<file path="src/rtl/seq_multiplier_if.sv">
// Start/ready multiply handshake between the EX stage (master) and the iterative multiplier (slave).
// Master raises start with A/B while the slave is idle; slave pulses ready for one cycle when out is new.
interface seq_multiplier_if #(
   parameter int WIDTH = 32
);
   logic                 start;
   logic [WIDTH-1:0]     A;
   logic [WIDTH-1:0]     B;
   logic                 ready;
   logic [2*WIDTH-1:0]   out;

   modport master (output start, output A, output B, input ready, input out);
   modport slave  (input start, input A, input B, output ready, output out);
endinterface

</file>
<file path="src/rtl/seq_multiplier.sv">
// Iterative shift-add multiplier: one multiplier bit retired per clock, sign applied once at the end.
// Fixed latency of WIDTH+1 edges from the accepting edge to the ready cycle.
module seq_multiplier #(
   parameter int WIDTH  = 32,
   parameter bit SIGNED = 1'b1
) (
   input  logic               clk,
   input  logic               rst,
   seq_multiplier_if.slave    bus,
   output logic [1:0]         dbg_state
);
   localparam int PW = 2 * WIDTH;
   localparam int CW = (WIDTH > 1) ? $clog2(WIDTH) : 1;

   typedef enum logic [1:0] {
      IDLE = 2'd0,
      BUSY = 2'd1,
      SIGN = 2'd2,
      DONE = 2'd3
   } state_t;

   state_t            state_q, state_d;
   logic [CW-1:0]     count_q, count_d;
   logic [PW-1:0]     mcand_q, mcand_d;
   logic [WIDTH-1:0]  mplier_q, mplier_d;
   logic [PW-1:0]     acc_q, acc_d;
   logic              neg_q, neg_d;
   logic [PW-1:0]     out_q, out_d;
   logic [WIDTH-1:0]  a_mag, b_mag;

   always_ff @(posedge clk or negedge rst) begin
      if (!rst) begin
         state_q  <= IDLE;
         count_q  <= '0;
         mcand_q  <= '0;
         mplier_q <= '0;
         acc_q    <= '0;
         neg_q    <= 1'b0;
         out_q    <= '0;
      end else begin
         state_q  <= state_d;
         count_q  <= count_d;
         mcand_q  <= mcand_d;
         mplier_q <= mplier_d;
         acc_q    <= acc_d;
         neg_q    <= neg_d;
         out_q    <= out_d;
      end
   end

   always_comb begin
      state_d  = state_q;
      count_d  = count_q;
      mcand_d  = mcand_q;
      mplier_d = mplier_q;
      acc_d    = acc_q;
      neg_d    = neg_q;
      out_d    = out_q;
      // The most negative operand negates to itself, which is still the correct unsigned magnitude.
      a_mag = (SIGNED && bus.A[WIDTH-1]) ? (~bus.A + WIDTH'(1)) : bus.A;
      b_mag = (SIGNED && bus.B[WIDTH-1]) ? (~bus.B + WIDTH'(1)) : bus.B;
      unique case (state_q)
         IDLE: begin
            if (bus.start) begin
               state_d  = BUSY;
               mcand_d  = {{WIDTH{1'b0}}, a_mag};
               mplier_d = b_mag;
               acc_d    = '0;
               count_d  = '0;
               neg_d    = SIGNED && (bus.A[WIDTH-1] ^ bus.B[WIDTH-1]);
            end
         end
         BUSY: begin
            if (mplier_q[0]) acc_d = acc_q + mcand_q;
            mcand_d  = mcand_q << 1;
            mplier_d = mplier_q >> 1;
            count_d  = count_q + CW'(1);
            if (count_q == CW'(WIDTH - 1)) state_d = SIGN;
         end
         SIGN: begin
            out_d   = neg_q ? (~acc_q + PW'(1)) : acc_q;
            state_d = DONE;
         end
         DONE: state_d = IDLE;
         default: state_d = IDLE;
      endcase
   end

   // ready is a pure state decode so an asynchronous reset drops it immediately.
   assign bus.ready = (state_q == DONE);
   assign bus.out   = out_q;
   assign dbg_state = state_q;
endmodule

</file>
<file path="src/flat_wrapper.sv">
// flat-port wrapper written by rule: the top's interface ports become plain ports
module seq_multiplier_flat 
#(
   parameter int WIDTH  = 32,
   parameter bit SIGNED = 1'b1
)
  (clk, rst, dbg_state, bus_start, bus_A, bus_B, bus_ready, bus_out);
  seq_multiplier_if #(.WIDTH(WIDTH)) bus_i ();
  input  logic clk;
  input  logic rst;
  output logic [1:0] dbg_state;
  input wire logic [$bits(bus_i.start)-1:0] bus_start;
  input wire logic [$bits(bus_i.A)-1:0] bus_A;
  input wire logic [$bits(bus_i.B)-1:0] bus_B;
  output wire logic [$bits(bus_i.ready)-1:0] bus_ready;
  output wire logic [$bits(bus_i.out)-1:0] bus_out;
  assign bus_i.start = bus_start;
  assign bus_i.A = bus_A;
  assign bus_i.B = bus_B;
  assign bus_ready = bus_i.ready;
  assign bus_out = bus_i.out;
  seq_multiplier #(.WIDTH(WIDTH), .SIGNED(SIGNED)) u_core (.clk(clk), .rst(rst), .bus(bus_i), .dbg_state(dbg_state));
endmodule
</file>
<file path="config.mk">
export PLATFORM = sky130hd
export DESIGN_NAME = seq_multiplier_flat
export DESIGN_NICKNAME = d
export VERILOG_FILES = /design/src/rtl/seq_multiplier_if.sv /design/src/rtl/seq_multiplier.sv /design/src/flat_wrapper.sv
export SDC_FILE = /design/constraint.sdc
export NUM_CORES = 1
export LEC_CHECK = 0
export ABC_CLOCK_PERIOD_IN_PS = 6500
export BUFFER_PORTS_ARGS = -buffer_cell sky130_fd_sc_hd__buf_2
export CELL_PAD_IN_SITES_DETAIL_PLACEMENT = 0
export CELL_PAD_IN_SITES_GLOBAL_PLACEMENT = 1
export CORE_ASPECT_RATIO = 0.5
export CORE_MARGIN = 2
export CORE_UTILIZATION = 40
export CTS_CLUSTER_DIAMETER = 200
export CTS_CLUSTER_SIZE = 40
export DETAILED_ROUTE_END_ITERATION = 6
export PLACE_DENSITY = 0.77
export SLEW_MARGIN = 20
export SYNTH_ARGS = -nofsm -noshare
export SYNTH_HDL_FRONTEND = slang
export SYNTH_SLANG_ARGS = --single-unit
</file>
<file path="constraint.sdc">
create_clock -name clk -period 6.5 [get_ports clk]
set_input_delay 0.65 -clock clk [delete_from_list [all_inputs] [get_ports clk]]
set_output_delay 0.65 -clock clk [all_outputs]
set_load 0.01 [all_outputs]
</file>
==> results.md, run 1 <==
* Status: finished clean
* Cell family with most CP delay: compound AO/OA/AOI/OAI gates
* Vias in the first global route at between 10000 and 15000
* Worst Setup EP: u_core.acc_q[63]
* CP peak stage delay at a little over 0.6 ns
* RSZ-0062 raised after global routing: false
* TritonCTS clock tree: done
* Clk slew on worst S/H paths at approximately 0.15 ns
* CP required at about 6.9 ns
* MaxCap Viol Count at 0
* Final min period at approximately 4.1 ns
* CP arrival at 4.52 ns
* Met1 GRT Util at 0.311
* First-pass GRT wire length at 70100 um
* Post_cts resized at 0
* Fillers at approximately 3800
* Levels on crit path at 11
* Mean post-synth cell area at around 8.4 um2
* Crit-path slowest cell: or4b_2
* Port Buf Inserts at between 100 and 150
* Initial drt markers at ~940
* Final nets at about 2000
* Initial antenna violation count at 1
* Final setup viols at 0
* Synth warnings at 0
* CP Buf/Inv Count at 0
* Post-route antenna net violation count at 0
* Fraction of layout cells with a size suffix above 1 at 0.109
* Crit path launch type: flop
* P per Cell Area at between 400 and 500 nW/um2
* Clk_lat worst skew at approximately 0.52 ns
* Worst Max-Slew Pin Slew at approximately 0.99 ns
* Worst reg2reg path depth at 11
* Setup TNS at 0 ns
* CP startpoint: u_core.acc_q[7]
* Width of the chip at roughly 280 um
* Routing usage on met2 at 0.350
* GR peak layer: met2
* Clock share of power at 0.095
* Cell variety after synth at 63
* Sequential power share at 0.321
* Maximum clock frequency at 244 MHz
* Vias at roughly 13000
* Clk buf depth at 3
* Die Y at approximately 140 um
* DR WL/cell at between 15 and 20 um
* GRT overflow at 0
* # DRC at 0
* Final Worst Setup Slack at about 2.4 ns
* Switching power at a little under 0.004 W
* Max_slew headroom at 0.339
* Crit end category: flop
* Number of flops mapped to enable cells by yosys at 0
* Critical path type: flop to flop
* Synth Register Bits at approximately 230
* Register area share after synthesis at 0.374
* Part of the power in combinational logic at 0.585
* Register cell area after layout at 5810 um2
* Crit-path cells: ha_1 > and4_1 > o2bb2ai_1 > or4b_2 > o21ai_0 > nor4_1 > o31ai_1 > nand4_1 > a41oi_1 > mux2_2 > a221o_1
* Clk_skew at roughly 0.029 ns
* Multi-input logic area at between 9000 and 10000 um2
* Total iterations of the first detailed-routing run at 5
* Placement-stage worst setup slack at 2.37 ns
* Post-Synthesis Cells at around 1900
* Hold-fix buffer count after cts at 0
* Root Buffer: clkbuf_16
* H-tree depth at 1
* Slew Viols, Final at 0
* Min-Delay Path Class: input pin to async pin
* Worst reg2reg path startpoint: u_core.acc_q[7]
* R2r setup slk at between 2 and 2.5 ns
* Setup repair bufs after CTS at 0
* Mapped Nets at 1990
* RR Endpoint: u_core.acc_q[63]
* GRT Resource Usage Total at 0.215
* Sw Share at 0.500
* Final Hold Vio Count at 0
* Total wire length at approximately 43000 um
* IO Count at 134
* Clk sink count at 232
* CTS Buf Count at 9
* Internal at about 0.0039 W
* CP max FO at 6
* Row count at 50
* Met3 Use GR at 0.0245
* DIE AREA at slightly above 40000 um2
* HPWL Detailed at 32300 um
* Final RePlAce weighted congestion at roughly 0.9
* Area grow syn2layout at 8.76%
* Asr flop ratio synth at 1.00
* Largest net degree at the start of global routing at around 140
* Starting density of the core at 0.411
* Crit share post-route at 0.631
* Top_reg_cell synth: dfrtp_1
* Leak at 7.75 nW
* Core box area at 37800 um2
* Syn Std Cell Area at ~16000 um2
* Vias/cell at between 5 and 6
* Peak supply drop at between 0.2 and 0.3 mV
[through the flow]
step	hold slack [ns]	power (W)	utilization	std cells	instance area [um2]
CTS	0.193	0.00773	0.446	2421	16800
finish	0.148	0.00771	0.447	2424	16900
floorplan	0.354	0.00557	-	1850	15500
global placement	0.456	0.00696	0.440	2410	16600
global route	0.196	0.00841	0.447	2423	16900
detailed placement	0.466	0.00699	0.440	2410	16600
[registers in the layout, summed over array words and instances, names as in the netlist]
signal / cells
u_core.bus.out: 64
u_core.dbg_state: 2
u_core.neg_q: 1
u_core.acc_q: 64
u_core.mcand_q: 64
u_core.count_q: 5
u_core.mplier_q: 32
[cells in the mapped netlist, types with 4 or more instances]
master / n / share of area
a31oi_1: 10 / 0.0040
o21a_1: 6 / 0.0029
a21oi_1: 185 / 0.060
mux2i_1: 14 / 0.0090
o21ai_1: 4 / 0.0013
ha_1: 72 / 0.058
o211ai_1: 7 / 0.0034
or3_4: 4 / 0.0029
clkbuf_1: 95 / 0.023
a211oi_1: 4 / 0.0019
a21o_1: 32 / 0.015
o21ai_0: 190 / 0.061
nor3_1: 30 / 0.0097
mux2_2: 20 / 0.015
nor2b_1: 15 / 0.0060
nand4_1: 20 / 0.0081
nor3b_1: 4 / 0.0019
dfrtp_1: 232 / 0.37
a22o_1: 40 / 0.023
xor2_1: 126 / 0.071
xnor2_1: 46 / 0.026
or3_1: 24 / 0.0097
nand2b_1: 17 / 0.0069
and4_1: 5 / 0.0028
or2_2: 15 / 0.0060
buf_1: 8 / 0.0019
inv_1: 24 / 0.0058
o21bai_1: 12 / 0.0058
o41ai_1: 22 / 0.012
o31ai_1: 36 / 0.017
nor2_1: 181 / 0.044
or4_1: 17 / 0.0082
and2_1: 7 / 0.0028
nand3_1: 29 / 0.0094
nor4_1: 8 / 0.0032
nand2_1: 235 / 0.057
and3_1: 12 / 0.0048
[cell usage in the layout, fill, tap and decap left out, types with 17 or more instances in the layout]
| cell type | count |
|---|---|
| or3_1 | 24 |
| xnor2_1 | 46 |
| nor3_1 | 30 |
| nand4_1 | 20 |
| o21ai_0 | 188 |
| ha_1 | 70 |
| mux2_2 | 20 |
| dfrtp_1 | 231 |
| xor2_1 | 126 |
| inv_1 | 24 |
| a21o_1 | 32 |
| nand2_1 | 235 |
| nor2_1 | 179 |
| a22o_1 | 40 |
| o41ai_1 | 22 |
| a21oi_1 | 185 |
| o31ai_1 | 36 |
| nand3_1 | 29 |
| buf_2 | 132 |
| or4_1 | 17 |
| nand2b_1 | 17 |
[power by group through the flow]
| stage | logic (W) | clock network (W) | registers (W) |
|---|---|---|---|
| finish | 0.00451 | 0.000730 | 0.00247 |
| CTS | 0.00451 | 0.000756 | 0.00247 |
| global route | 0.00507 | 0.000801 | 0.00254 |
| global placement | 0.00447 | 0 | 0.00248 |
| floorplan | 0.00316 | 0 | 0.00241 |
| detailed placement | 0.00449 | 0 | 0.00250 |
[worst min path at each step]
stage,startpoint,to,slack [ns],cells past startpoint
3_3_place_gp,u_core.mplier_q[7],u_core.mplier_q[7],0.46,2
3_5_place_dp,u_core.mplier_q[23],u_core.mplier_q[23],0.47,2
5_1_grt,rst,u_core.mplier_q[2],0.20,1
6_report,rst,u_core.mplier_q[2],0.15,1
4_1_cts,rst,u_core.acc_q[12],0.19,1
2_1_floorplan,rst,u_core.acc_q[0],0.35,0
[cell type report]
class	count	area share
antenna	2	0.000297
clock buffer	10	0.0136
clock inverter	1	0.000519
inverter	25	0.00556
multi-input combinational	1489	0.550
sequential	232	0.344
tap	520	0.0385
timing repair buffer	145	0.0473
[metal layers]
metal / routed length [um] / share of wire / up-vias
met1: 21200 / 0.49 / 6495
met4: 686 / 0.016 / 0
li1: - / - / 6706
met3: 1690 / 0.039 / 35
met2: 19700 / 0.45 / 242
met5: 0 / 0 / -
[cells by family after synthesis]
logic type,after synthesis,share of synthesized area
adders and majority gates,73,0.0593
buffers and inverters,129,0.0313
DFF,232,0.374
AOI/OAI and AO/OA,578,0.226
muxes,34,0.0235
xor gates and xnor gates,172,0.0971
and+or+nand+nor,632,0.188
Note: power is estimated with default switching activity, not from simulation.
==> inputs of run 2 (changes only) <==
--- a/config.mk
+++ b/config.mk
@@ -5,7 +5,7 @@
 export SDC_FILE = /design/constraint.sdc
 export NUM_CORES = 1
 export LEC_CHECK = 0
-export ABC_CLOCK_PERIOD_IN_PS = 6500
+export ABC_CLOCK_PERIOD_IN_PS = 4100
 export BUFFER_PORTS_ARGS = -buffer_cell sky130_fd_sc_hd__buf_2
 export CELL_PAD_IN_SITES_DETAIL_PLACEMENT = 0
 export CELL_PAD_IN_SITES_GLOBAL_PLACEMENT = 1
==> constraint.sdc (replaced) <==
create_clock -name clk -period 4.1 [get_ports clk]
set_input_delay 0.41 -clock clk [delete_from_list [all_inputs] [get_ports clk]]
set_output_delay 0.41 -clock clk [all_outputs]
set_load 0.01 [all_outputs]
==> run 2 against run 1 <==
Against the previous run:
- setup slack lost 2.2 ns
- clock skew down 0.0080 ns
- core utilization up 0.43 points
- clock power increased by 59%
- combinational power increased by 60%
- largest cell class unchanged
- largest power group unchanged
==> results.md, run 2 (synthesis results as in run 1) <==
* Most frequent cells in the layout: nand2_1 (235), dfrtp_1 (231), o21ai_0 (187)
* Width of the chip at around 280 um
* RSZ-0062 raised after global routing: false
* MaxCap Viol Count at 0
* Clk_skew at between 0.02 and 0.025 ns
* Crit-path slowest cell: or4b_2
* GRT overflow at 0
* Hold path depth at 4
* Leak at 7.85 nW
* First-pass GRT wire length at between 60000 and 70000 um
* IO Count at 134
* Met3 WL post-DR at ~1500 um
* Vias in the first global route at 12700
* Die Y at 143 um
* Crit-path cells: ha_1 > and4_1 > o2bb2ai_1 > or4b_2 > o21ai_1 > nor4_1 > o31ai_2 > nand4_1 > a41oi_1 > mux2_2 > a221o_1
* Final RePlAce weighted congestion at just over 0.9
* Top Metal Used: met4
* CP max FO at 6
* Peak supply drop at ~0.34 mV
* Vias/cell at ~5.5
* CP arrival at about 4.3 ns
* Most common cell after layout, fill and taps aside: nand2_1
* Initial antenna violation count at 0
* Core box area at 37800 um2
* Met2 wire length at 19400 um
* R2r setup slk at approximately 0.22 ns
* Placed Cells at around 2400
* Met1 WL at 21900 um
* Worst Max-Slew Pin Slew at 0.959 ns
* Hold_sp: bus_B[30]
* Total iterations of the first detailed-routing run at 5
* HPWL Detailed at ~33000 um
* GRT Resource Usage Total at 0.215
* Min-Delay Path Class: input pin to flop
* Fraction of layout cells with a size suffix above 1 at 0.118
* Hold path endpoint: u_core.mplier_q[31]
* P per Cell Area at between 700 and 800 nW/um2
* DIE AREA at slightly above 40000 um2
* Max_slew headroom at 0.361
* Worst reg2reg path startpoint: u_core.acc_q[7]
* # DRC at 0
* Row count at 50
* CP peak stage delay at approximately 0.61 ns
* DR WL/cell at 17.7 um
* Clk buf depth at 3
* Largest net degree at the start of global routing at between 90 and 100
* Final setup viols at 0
* Clk_lat worst skew at around 0.5 ns
* Root Buffer: clkbuf_16
* Overall Power at 0.0123 W
* Status: finished clean
* Vias at 13500
* Starting density of the core at 0.411
* Final min period at around 3.9 ns
* Crit share post-route at 0.946
* Slew Viols, Final at 0
* Antenna Diode Count at 0
* Crit path launch type: flop
* Clk slew on worst S/H paths at around 0.16 ns
* CTS Buf Count at 9
* Final nets at 2061
* Final std cells w/o fill at between 2000 and 2500
* Critical path type: flop to flop
* CP required at 4.50 ns
* Worst reg2reg path depth at 11
* Crit end category: flop
* Port Buf Inserts at between 100 and 150
* Maximum clock frequency at 258 MHz
* Area grow syn2layout at 9.80%
* Post-route antenna net violation count at 0
* Clk sink count at roughly 230
* Initial drt markers at around 1000
* H-tree depth at 1
* Final Hold Vio Count at 0
* Total wire length at between 40000 and 50000 um
* RR Endpoint: u_core.acc_q[63]
* TritonCTS clock tree: done
* Hold slack at about 0.21 ns
==> run 2: critical path, delay by kind of cell, from the launching register on <==
kind                     cells  cell delay (ns)
AO/OA/AOI/OAI                5             1.33
AND/OR/NAND/NOR              4             1.19
flip-flops                   1             0.47
adder cells (fa/ha/maj)      1             0.40
multiplexers                 1             0.37
==> run 2: cell type report <==
| class | count | area, um2 |
|---|---|---|
| inverter | 25 | 93.8 |
| tap | 520 | 651 |
| timing repair buffer | 164 | 961 |
| fill | 3855 | 20700 |
| multi-input combinational | 1489 | 9290 |
| clock inverter | 1 | 8.76 |
| clock buffer | 10 | 229 |
| sequential | 232 | 5810 |
==> run 2: through the flow <==
| step | cell area (um2) | util | setup TNS, ns | setup slack, ns |
|---|---|---|---|---|
| 4_1_cts | 17000 | 0.451 | 0 | 0.129 |
| 3_3_place_gp | 16800 | 0.444 | 0 | 0.116 |
| 2_1_floorplan | 15500 | - | 0 | 0.641 |
| 3_5_place_dp | 16800 | 0.444 | -0.0375 | -0.0375 |
| 6_report | 17000 | 0.451 | 0 | 0.223 |
| 5_1_grt | 17000 | 0.451 | 0 | 0.0422 |
==> run 2: worst max path at each step <==
| stage | start | to | slack [ns] | cells past startpoint |
|---|---|---|---|---|
| finish | u_core.acc_q[7] | u_core.acc_q[63] | 0.22 | 11 |
| global route | u_core.acc_q[9] | u_core.acc_q[63] | 0.04 | 11 |
| CTS | u_core.acc_q[10] | u_core.acc_q[63] | 0.13 | 11 |
| detailed placement | u_core.acc_q[10] | u_core.acc_q[63] | -0.04 | 11 |
| global placement | u_core.acc_q[7] | u_core.acc_q[63] | 0.12 | 11 |
| floorplan | u_core.acc_q[9] | u_core.acc_q[63] | 0.64 | 11 |
==> run 2: where the power goes <==
group | switching [W] | leakage, nW | internal [W] | total (W)
Clock | 0.000745 | 0.117 | 0.000411 | 0.00116
Sequential | 0.000814 | 2.90 | 0.00312 | 0.00394
Combinational | 0.00456 | 4.83 | 0.00267 | 0.00723
Total | 0.00612 | 7.85 | 0.00621 | 0.0123
==> run 2: per-layer routing <==
metal,GRT usage,up-vias
met1,0.322,6482
met2,0.341,227
met4,0.0292,0
met5,0,-
li1,-,6729
met3,0.0229,27
==> run 2: what timing repair did <==
item / in CTS / in global routing
gates cloned: 0 / 0
hold buffers: 1 / 0
endpoints found under the hold margin: 89 / 0
buffers inserted: 0 / 0
gates resized for setup: 1 / 1
setup endpoints to repair: 1 / 1
==> inputs of run 3 (changes only) <==
--- a/config.mk
+++ b/config.mk
@@ -16,6 +16,7 @@
 export CTS_CLUSTER_SIZE = 40
 export DETAILED_ROUTE_END_ITERATION = 6
 export PLACE_DENSITY = 0.77
+export RECOVER_POWER = 50
 export SLEW_MARGIN = 20
 export SYNTH_ARGS = -nofsm -noshare
 export SYNTH_HDL_FRONTEND = slang
==> run 3 against run 2 <==
Against the previous run:
- the run now ends with max-capacitance violations, max-slew violations left
- routed wire length hardly changed
- flip-flop and latch count unchanged
- maximum frequency shrank 0.10%
- clock-buffer cell count stayed put
- setup slack got worse by 0.0040 ns
- core utilization is 0.27 points lower
- first-iteration DRC count rose by 5.0%
- design area fell by 0.61%
- critical path depth unchanged
==> results.md, run 3 (synthesis results as in run 1) <==
* Placed inst area at 16800 um2
* First-pass GRT wire length at about 70000 um
* Vias in the first global route at around 13000
* CP required at 4.50 ns
* Cell family with most CP delay: compound AO/OA/AOI/OAI gates
* Crit-path slowest cell: or4b_2
* Worst Max-Slew Pin Slew at 2.57 ns
* MaxCap Viol Count at 1
* Slew Viols, Final at 94
* Die Y at 143 um
* Antenna Diode Count at 0
* Crit path launch type: flop
* Placement-stage worst setup slack at -0.0375 ns
* DIE AREA at around 40000 um2
* Width of the chip at around 280 um
* Setup TNS at 0 ns
* Total iterations of the first detailed-routing run at 5
* Final Hold Vio Count at 0
* Final Worst Setup Slack at 0.219 ns
* Finished Cell Area at 16900 um2
* Clk slew on worst S/H paths at 0.16 ns
* Area grow syn2layout at 9.13%
* Max_slew headroom at -0.714
* GRT Resource Usage Total at 0.215
* CP peak stage delay at 0.61 ns
* Starting density of the core at 0.411
* Core box area at roughly 38000 um2
* GRT overflow at 0
* Row count at 50
* Initial antenna violation count at 0
* Vias at about 13000
* Most common cell after layout, fill and taps aside: nand2_1
* Most frequent cells in the layout: nand2_1 (235), dfrtp_1 (231), o21ai_0 (187)
* Final RePlAce weighted congestion at between 0.9 and 1
* TritonCTS clock tree: done
* Largest net degree at the start of global routing at 95
* Final min period at 3.88 ns
* Min-Delay Path Class: input pin to flop
* Clk sink count at about 230
* Initial drt markers at about 1100
* CP max FO at 6
* Critical path type: flop to flop
* Root Buffer: clkbuf_16
* Setup repair bufs after CTS at 0
* Clk_lat worst skew at 0.51 ns
* Port Buf Inserts at 133
* Status: finished with violations
* RSZ-0062 raised after global routing: false
* Final nets at 2061
* IO Count at between 100 and 150
* Post-route antenna net violation count at 0
* Failing checks: max-capacitance violations, max-slew violations
* Total wire length at approximately 43000 um
* DR WL/cell at between 15 and 20 um
* Vias/cell at roughly 5.5
* Fraction of layout cells with a size suffix above 1 at 0.0828
* Final setup viols at 0
* Maximum clock frequency at 258 MHz
* Crit-path cells: ha_1 > and4_1 > o2bb2ai_1 > or4b_2 > o21ai_1 > nor4_1 > o31ai_2 > nand4_1 > a41oi_1 > mux2_2 > a221o_1
* CP Buf/Inv Count at 0
* Leak at a little under 8 nW
* P per Cell Area at between 700 and 800 nW/um2
* CP arrival at approximately 4.3 ns
* Peak supply drop at approximately 0.34 mV
* HPWL Detailed at about 33000 um
* Clk buf depth at 3
* Clk_skew at roughly 0.022 ns
* CTS Buf Count at 9
* Crit end category: flop
* H-tree depth at 1
* Crit share post-route at 0.947
* # DRC at 0
-- run 3: metrics by stage --
stage	hold slack [ns]	utilization	instances	total power (W)
6_report	0.205	0.448	2441	0.0123
5_1_grt	0.211	0.448	2441	0.0133
4_1_cts	0.203	0.451	2441	0.0124
3_5_place_dp	0.466	0.444	2429	0.0112
3_3_place_gp	0.456	0.444	2429	0.0112
2_1_floorplan	0.114	-	1850	0.00883
-- run 3: path summary, 6_finish.rpt --
path,cells after the start,slack (ns),from,end
setup / recovery,11,0.22,u_core.acc_q[7],u_core.acc_q[63]
hold / removal,4,0.20,bus_B[30],u_core.mplier_q[31]
setup reg to reg,11,0.22,u_core.acc_q[7],u_core.acc_q[63]
hold reg to reg,2,0.50,u_core.mplier_q[7],u_core.mplier_q[7]
max in group asynchronous,3,1.00,rst,u_core.mplier_q[24]
min in group asynchronous,2,1.18,rst,u_core.mplier_q[2]
-- run 3: area by class of cell --
| type | count | area, um2 |
|---|---|---|
| Fill cell | 3890 | 20900 |
| Multi-Input combinational cell | 1489 | 9290 |
| Sequential cell | 232 | 5810 |
| Timing Repair Buffer | 164 | 857 |
| Tap cell | 520 | 651 |
| Clock buffer | 10 | 229 |
| Inverter | 25 | 93.8 |
| Clock inverter | 1 | 8.76 |
-- run 3: timing repair --
action,CTS,global route
hold buffers,1,0
endpoints found under the setup margin,1,1
endpoints found under the hold margin,89,0
gates resized for setup,1,1
cloned,0,0
-- run 3: worst reg2reg max path, cell delays in order (launching register included) --
cell       delay (ns)
dfrtp_1          0.47
ha_1             0.40
and4_1           0.27
o2bb2ai_1        0.16
or4b_2           0.61
o21ai_1          0.33
nor4_1           0.20
o31ai_2          0.28
nand4_1          0.12
a41oi_1          0.32
mux2_2           0.37
a221o_1          0.25
-- run 3: layer usage --
layer | GRT usage | part of all wire | vias to the layer above
met5 | 0 | 0 | -
li1 | - | - | 6733
met4 | 0.0292 | 0.012 | 0
met1 | 0.322 | 0.51 | 6436
met2 | 0.341 | 0.45 | 225
met3 | 0.0229 | 0.033 | 25
-- run 3: power breakdown --
part           internal [W]  leakage, nW  switching (W)
sequential          0.00313         2.90       0.000824
clock              0.000411        0.117       0.000747
combinational       0.00259         4.66        0.00457
total               0.00612         7.68        0.00614
